`src/rtl/adder_stream_ctrl.sv`:
```
// adder_stream_ctrl: sequences one operand pair at a time through an external
// 6-bit adder. It registers the operands, waits SETTLE extra cycles for the
// adder to settle, captures the 7-bit sum and holds it until downstream
// accepts it. done_cnt counts completed output handshakes, modulo 256.
module adder_stream_ctrl #(
  parameter int SETTLE = 1
) (
  input  logic       clk,
  input  logic       rst,
  input  logic       in_valid,
  output logic       in_ready,
  input  logic [5:0] in_x,
  input  logic [5:0] in_y,
  output logic [5:0] add_x,
  output logic [5:0] add_y,
  input  logic [6:0] add_s,
  output logic       out_valid,
  input  logic       out_ready,
  output logic [6:0] out_sum,
  output logic       out_carry,
  output logic [7:0] done_cnt
);

  typedef enum logic [1:0] {
    ST_IDLE   = 2'd0,
    ST_SETTLE = 2'd1,
    ST_HOLD   = 2'd2
  } state_t;

  // Wait-counter load value; SETTLE is limited to 0..15.
  localparam logic [3:0] SETTLE_CNT = 4'(SETTLE);

  state_t     state_q, state_d;
  logic [3:0] cnt_q, cnt_d;
  logic [5:0] add_x_q, add_x_d;
  logic [5:0] add_y_q, add_y_d;
  logic [6:0] sum_q, sum_d;
  logic [7:0] done_q, done_d;

  // Next-state logic: accept in IDLE, count down in SETTLE, wait for
  // downstream in HOLD. Nothing bypasses IDLE between operations.
  always_comb begin
    state_d = state_q;
    cnt_d   = cnt_q;
    add_x_d = add_x_q;
    add_y_d = add_y_q;
    sum_d   = sum_q;
    done_d  = done_q;
    case (state_q)
      ST_IDLE: begin
        if (in_valid) begin
          add_x_d = in_x;
          add_y_d = in_y;
          cnt_d   = SETTLE_CNT;
          state_d = ST_SETTLE;
        end
      end
      ST_SETTLE: begin
        if (cnt_q != 4'd0) begin
          cnt_d = cnt_q - 4'd1;
        end else begin
          // The adder result is taken verbatim, carry-out included.
          sum_d   = add_s;
          state_d = ST_HOLD;
        end
      end
      ST_HOLD: begin
        if (out_ready) begin
          done_d  = done_q + 8'd1;
          state_d = ST_IDLE;
        end
      end
      default: begin
        state_d = ST_IDLE;
      end
    endcase
  end

  // State and datapath registers; reset discards any pending operation.
  always_ff @(posedge clk) begin
    if (rst) begin
      state_q <= ST_IDLE;
      cnt_q   <= 4'd0;
      add_x_q <= 6'd0;
      add_y_q <= 6'd0;
      sum_q   <= 7'd0;
      done_q  <= 8'd0;
    end else begin
      state_q <= state_d;
      cnt_q   <= cnt_d;
      add_x_q <= add_x_d;
      add_y_q <= add_y_d;
      sum_q   <= sum_d;
      done_q  <= done_d;
    end
  end

  assign in_ready  = (state_q == ST_IDLE);
  assign out_valid = (state_q == ST_HOLD);
  assign add_x     = add_x_q;
  assign add_y     = add_y_q;
  assign out_sum   = sum_q;
  assign out_carry = sum_q[6];
  assign done_cnt  = done_q;

endmodule

```
`config.mk`:
```
export PLATFORM = sky130hd
export DESIGN_NAME = adder_stream_ctrl
export DESIGN_NICKNAME = d
export VERILOG_FILES = /design/src/rtl/adder_stream_ctrl.sv
export SDC_FILE = /design/constraint.sdc
export NUM_CORES = 1
export LEC_CHECK = 0
export CAP_MARGIN = 20
export CORE_UTILIZATION = 44
export CTS_CLUSTER_DIAMETER = 120
export DETAILED_ROUTE_END_ITERATION = 8
export GPL_ROUTABILITY_DRIVEN = 0
export PLACE_DENSITY = 0.79
export SLEW_MARGIN = 10
export SYNTH_ARGS = -nofsm -noshare
export SYNTH_HDL_FRONTEND = slang
export SYNTH_SLANG_ARGS = --single-unit
```
`constraint.sdc`:
```
create_clock -name clk -period 4.13 [get_ports clk]
set_input_delay 0.826 -clock clk [delete_from_list [all_inputs] [get_ports clk]]
set_output_delay 0.826 -clock clk [all_outputs]
set_load 0.02 [all_outputs]
```
# Word-level counts from Yosys, hierarchy flattened
# Cells that the tools add are included.
op_classes:
  reduce_logical: 8
  eq_ne: 6
  n_mux: 7
  add_sub_neg: 2
  bitwise_logic: 1
op_table:
  columns: ["op", "n"]
  rows:
  - ["adder 8 x 1 -> 8 bit (second input constant)", 1]
  - ["2-to-1 mux 4 bit", 2]
  - ["case mux 4 bit (2 select lines)", 1]
  - ["2-to-1 mux 2 bit", 3]
  - ["!= test 2 bit (second input constant)", 3]
  - ["case mux 2 bit (3 select lines)", 1]
  - ["AND reduction 2 bit", 3]
  - ["AND reduction 3 bit", 2]
  - ["nonzero test 4 bit", 1]
  - ["subtractor 4 x 1 -> 4 bit (second input constant)", 1]
  - ["equality test 2 x 1 -> 1 bit (second input constant)", 1]
  - ["equality test 2 bit (second input constant)", 1]
  - ["logical NOT 2 bit", 1]
  - ["!= test 2 x 1 -> 1 bit (second input constant)", 1]
  - ["nonzero test 2 bit", 1]
  - ["NOT 1 bit", 1]
word_totals:
  word_cells: 30
  register_bits: 33
  inputBits: 23

# Longest topological paths before layout
depth:
  depth_word: 3
  mapped_depth: 5

# Worst setup path after synthesis
# No wires, ideal clock.
synth_timing:
  path_kind: "input port to flip-flop"
  start: "input port in_valid"
  end: "register add_x_q[5] (netlist: add_x[5])"
  required_time_ns: 3.998
  stages: 4
  slack_ns: 2.388
  setup_ns: 0.132
  arrival_time_ns: 1.610
  path_buffers: 1
  path_cell_list: "or3b_2 -> clkbuf_1 -> nand2_1 -> a21oi_1"
synth_via:
  elab_chain_len: 1
synth_lines:
  columns: ["item", "line_no", "source"]
  rows:
  - ["start, declared", "10", "input logic in_valid,"]
  - ["AND reduction 2 bit (no line)", null, null]
  - ["end signal, assigned", "84", "add_x_q <= 6'd0;"]
  - ["end signal, assigned", "91", "add_x_q <= add_x_d;"]
  - ["end, declared", "35", "logic [5:0] add_x_q, add_x_d;"]
# No other way between the ends.
# A chain may end at the register's enable or synchronous reset.

# Final worst setup path
layout_timing:
  start: "register state_q[1]"
  end: "output port out_valid"
layout_via:
  elab_chain_len: 1
layout_lines:
  columns: ["item", "line_no", "source"]
  rows:
  - ["start, declared", "33", "state_t state_q, state_d;"]
  - ["start signal, assigned", "89", "state_q <= state_d;"]
  - ["equality test 2 bit", "99", "assign out_valid = (state_q == ST_HOLD);"]
  - ["end, declared", "17", "output logic out_valid,"]
# No other way between the ends.

==> summary.txt <==
Global route
  • GR Overflow Total: 0
  • Initial antenna violation count: 0
  • Largest net degree at the start of global routing: 34
  • Vias in the first global route: about 1.3k
  • GRT Util Overall: 21.2%
  • First-pass GRT wire length: around 5500 um

Critical path
  • CP Cell Sequence: nor2b_1 -> clkdlybuf4s50_1
  • Slowest stage cell, crit path: clkdlybuf4s50_1
  • Crit-path max FO: 9
  • CP peak stage delay: 0.63 ns
  • Worst R2R Setup Slack: about 2.3 ns
  • Setup CP Type: reg -> out
  • Critical path endpoint category: primary output
  • Startpoint Class: flop
  • Worst EP arrival: 1.73 ns
  • Top delay family on crit path: buffers and inverters
  • CP required: between 3 and 4 ns
  • CP bufs+invs: 1

Layout
  • # diodes: 0
  • Final #Nets: about 240
  • Final std cells w/o fill: 257
  • Area growth syn-to-layout: 41.3%
  • Layout cells sized above 1: about 6.6%

Synth
  • Syn Area/Cell: 8.69 um2
  • Adder-cell share of the synthesized area: 2.67%
  • Syn_nets: approximately 190
  • Synth Area in Compound Gates: between 10% and 20%
  • Register area share after synthesis: around 47%
  • Largest family of logic cells by synthesized area: simple AND/OR/NAND/NOR gates
  • Simple-Gate Fraction of Synth Area: about a quarter
  • Post-synthesis cell type count: 32
  • Top cells by area, synth: dfxtp_1 (47%), a21oi_1 (9.2%), nand2_1 (6.9%)
  • Post-synth top area cell: dfxtp_1
  • Mux contribution to synthesized area: 0.711%
  • Cells after Synth: 162
  • Synth Warn #: 0
  • Yosys reg bits: 33
  • Area share of the largest cell type after synthesis: 46.9%
  • Post-Syn Area: roughly 1400 um2
  • XOR/XNOR Fraction of Synth Area: approximately 1.2%

Die
  • Die height: slightly below 60 um
  • Core area: 3050 um2
  • Top-level port count: 53
  • Chip width: approximately 59 um
  • Rows: 20
  • Die outline area: between 3000 and 4000 um2
  • Initial Util: a little under half

Pwr
  • Switching power: roughly 0.26 mW
  • Worst IR drop on VDD: 221 uV
  • Clock network power share: 22.2%
  • Leak: ~0.7 nW
  • Switching Fraction: 32.9%
  • Int Pwr: 0.527 mW
  • Combinational power share: between 30% and 40%
  • PD cells: 395 nW/um2
  • Seq pwr share: about 47%

CTS
  • Clock Pin Slew Worst Setup and Hold Paths: approximately 0.1 ns
  • Clock Sinks: 33
  • Postcts setup bufs: 0
  • Clock Latency Late Sink: 0.34 ns
  • Resized cells post-CTS: 0
  • CTS Buffer Depth: 2
  • Hold buffers post-CTS: 0
  • CTS tree: yes
  • Root buffer selected by CTS: clkbuf_4
  • H-tree Lvls: 2
  • TritonCTS Buffers: 5

Place
  • Hpwl dp: 2440 um
  • Inst Count DP: between 200 and 250
  • PortBufs: 52

Drt
  • Drt initial violations: 61
  • ANT nets after route: 0
  • Routed wire length: around 3400 um
  • Drt pass-1 iters: 4
  • Via count: around 1.3k
  • DRC errors left: 0
  • Vias per inst: ~5.2
  • Per-cell routed wire length: roughly 13 um

Timing
  • # setup viols final: 0
  • Fin. Hold Viols: 0
  • Setup TNS: 0 ns
  • Slew headroom: between 40% and 50%
  • Fmax: between 300 and 400 MHz
  • Max-slew violation count: 0
  • Clock period minus worst slack: about 2.6 ns
  • Tightest Pin Transition: 0.839 ns
  • RSZ-0062 raised after global routing: no
  • Crit share post-route: about three fifths
  • Worst Clk Skew: around 0.011 ns

Outcome
  • Status: completed

Run
  • Max Cap Viol: 0

Hold path
  • HP Class: reg -> reg
kinds of logic after synthesis:
group | count (synthesis)
simple gates | 62
fa+ha+maj | 3
flops | 33
buf+inv | 15
mux | 1
compound gates | 46
xor+xnor | 2
final cells by class:
class	instances	area [um2]
Sequential cell	33	661
Timing Repair Buffer	54	543
Clock buffer	8	48.8
Multi-Input combinational cell	114	667
Tap cell	44	55.1
Fill cell	278	1060
Inverter	4	15.0
synthesized netlist by cell type, drive strengths merged:
master / number
clkbuf: 6
xor2: 2
a211oi: 2
buf: 5
nor3: 1
a22oi: 1
inv: 4
o21bai: 1
nand4b: 1
nor4bb: 1
nor2b: 2
o31ai: 3
nand3: 8
o21ai: 13
nand4: 2
nand2b: 1
nand3b: 1
a21oi: 26
nand2: 26
or3: 5
mux2i: 1
nor2: 5
nor3b: 2
or4: 5
ha: 3
dfxtp: 33
or3b: 2
power by group through the flow:
stage	clock network (mW)	registers, mW	logic [mW]
floorplan	0	0.393	0.135
global placement	0	0.378	0.228
detailed placement	0	0.380	0.237
CTS	0.177	0.372	0.238
global route	0.194	0.376	0.260
finish	0.174	0.372	0.239
metrics by stage:
step / power (mW) / util (%) / hold WS [ns] / setup slack [ns] / cell area (um2)
after floorplan: 0.527 / - / 0.458 / 2.39 / 1410
after global placement: 0.606 / 63.1 / 0.447 / 1.78 / 1930
after detailed placement: 0.617 / 63.1 / 0.456 / 1.72 / 1930
after CTS: 0.787 / 64.7 / 0.469 / 1.56 / 1970
after global routing: 0.830 / 65.2 / 0.491 / 1.52 / 1990
final: 0.786 / 65.2 / 0.465 / 1.58 / 1990
state kept, by name, summed over array words and instances, names as in the netlist:
register  count
done_cnt      8
out_sum       7
add_x         6
add_y         6
cnt_q         4
state_q       2
layout by cell type (no fill, tap or decap), types with 2 or more instances in the layout:
master | netlist | routed
clkbuf_1 | 6 | 3
a21oi_1 | 26 | 26
nand3_1 | 8 | 8
inv_1 | 4 | 4
o21ai_0 | 13 | 13
nor2b_1 | 2 | 2
nand4_1 | 2 | 2
nor2_1 | 5 | 5
nand2_1 | 26 | 26
dfxtp_1 | 33 | 33
xor2_1 | 2 | 2
clkbuf_4 | 0 | 5
or3_1 | 5 | 5
o31ai_1 | 3 | 3
clkdlybuf4s50_1 | 0 | 52
or4_1 | 4 | 4
or3b_2 | 2 | 2
ha_1 | 3 | 3
worst reg2reg max path: cells and delay by family (launching register included):
family	cells	cell delay (ns)
adder cells (fa/ha/maj)	1	0.18
buffers and inverters	1	0.09
AND/OR/NAND/NOR	1	0.75
flip-flops	1	0.35
AO/OA/AOI/OAI	2	0.42
metal layers:
layer,up-vias,wire (um),global-route usage (%)
met5,-,0,0
met4,0,53,9.52
met3,8,137,7.03
met2,28,1750,37.3
met1,635,1450,23.0
li1,672,-,-
worst paths after layout:
| check | startpoint | to | cells after the start |
|---|---|---|---|
| worst max-delay path | state_q[1] | out_valid | 2 |
| worst min-delay path | add_y[3] | add_y[3] | 2 |
| worst max register to register | cnt_q[0] | cnt_q[1] | 5 |
| worst min register to register | add_y[3] | add_y[3] | 2 |
Note: power is estimated with default switching activity, not from simulation.
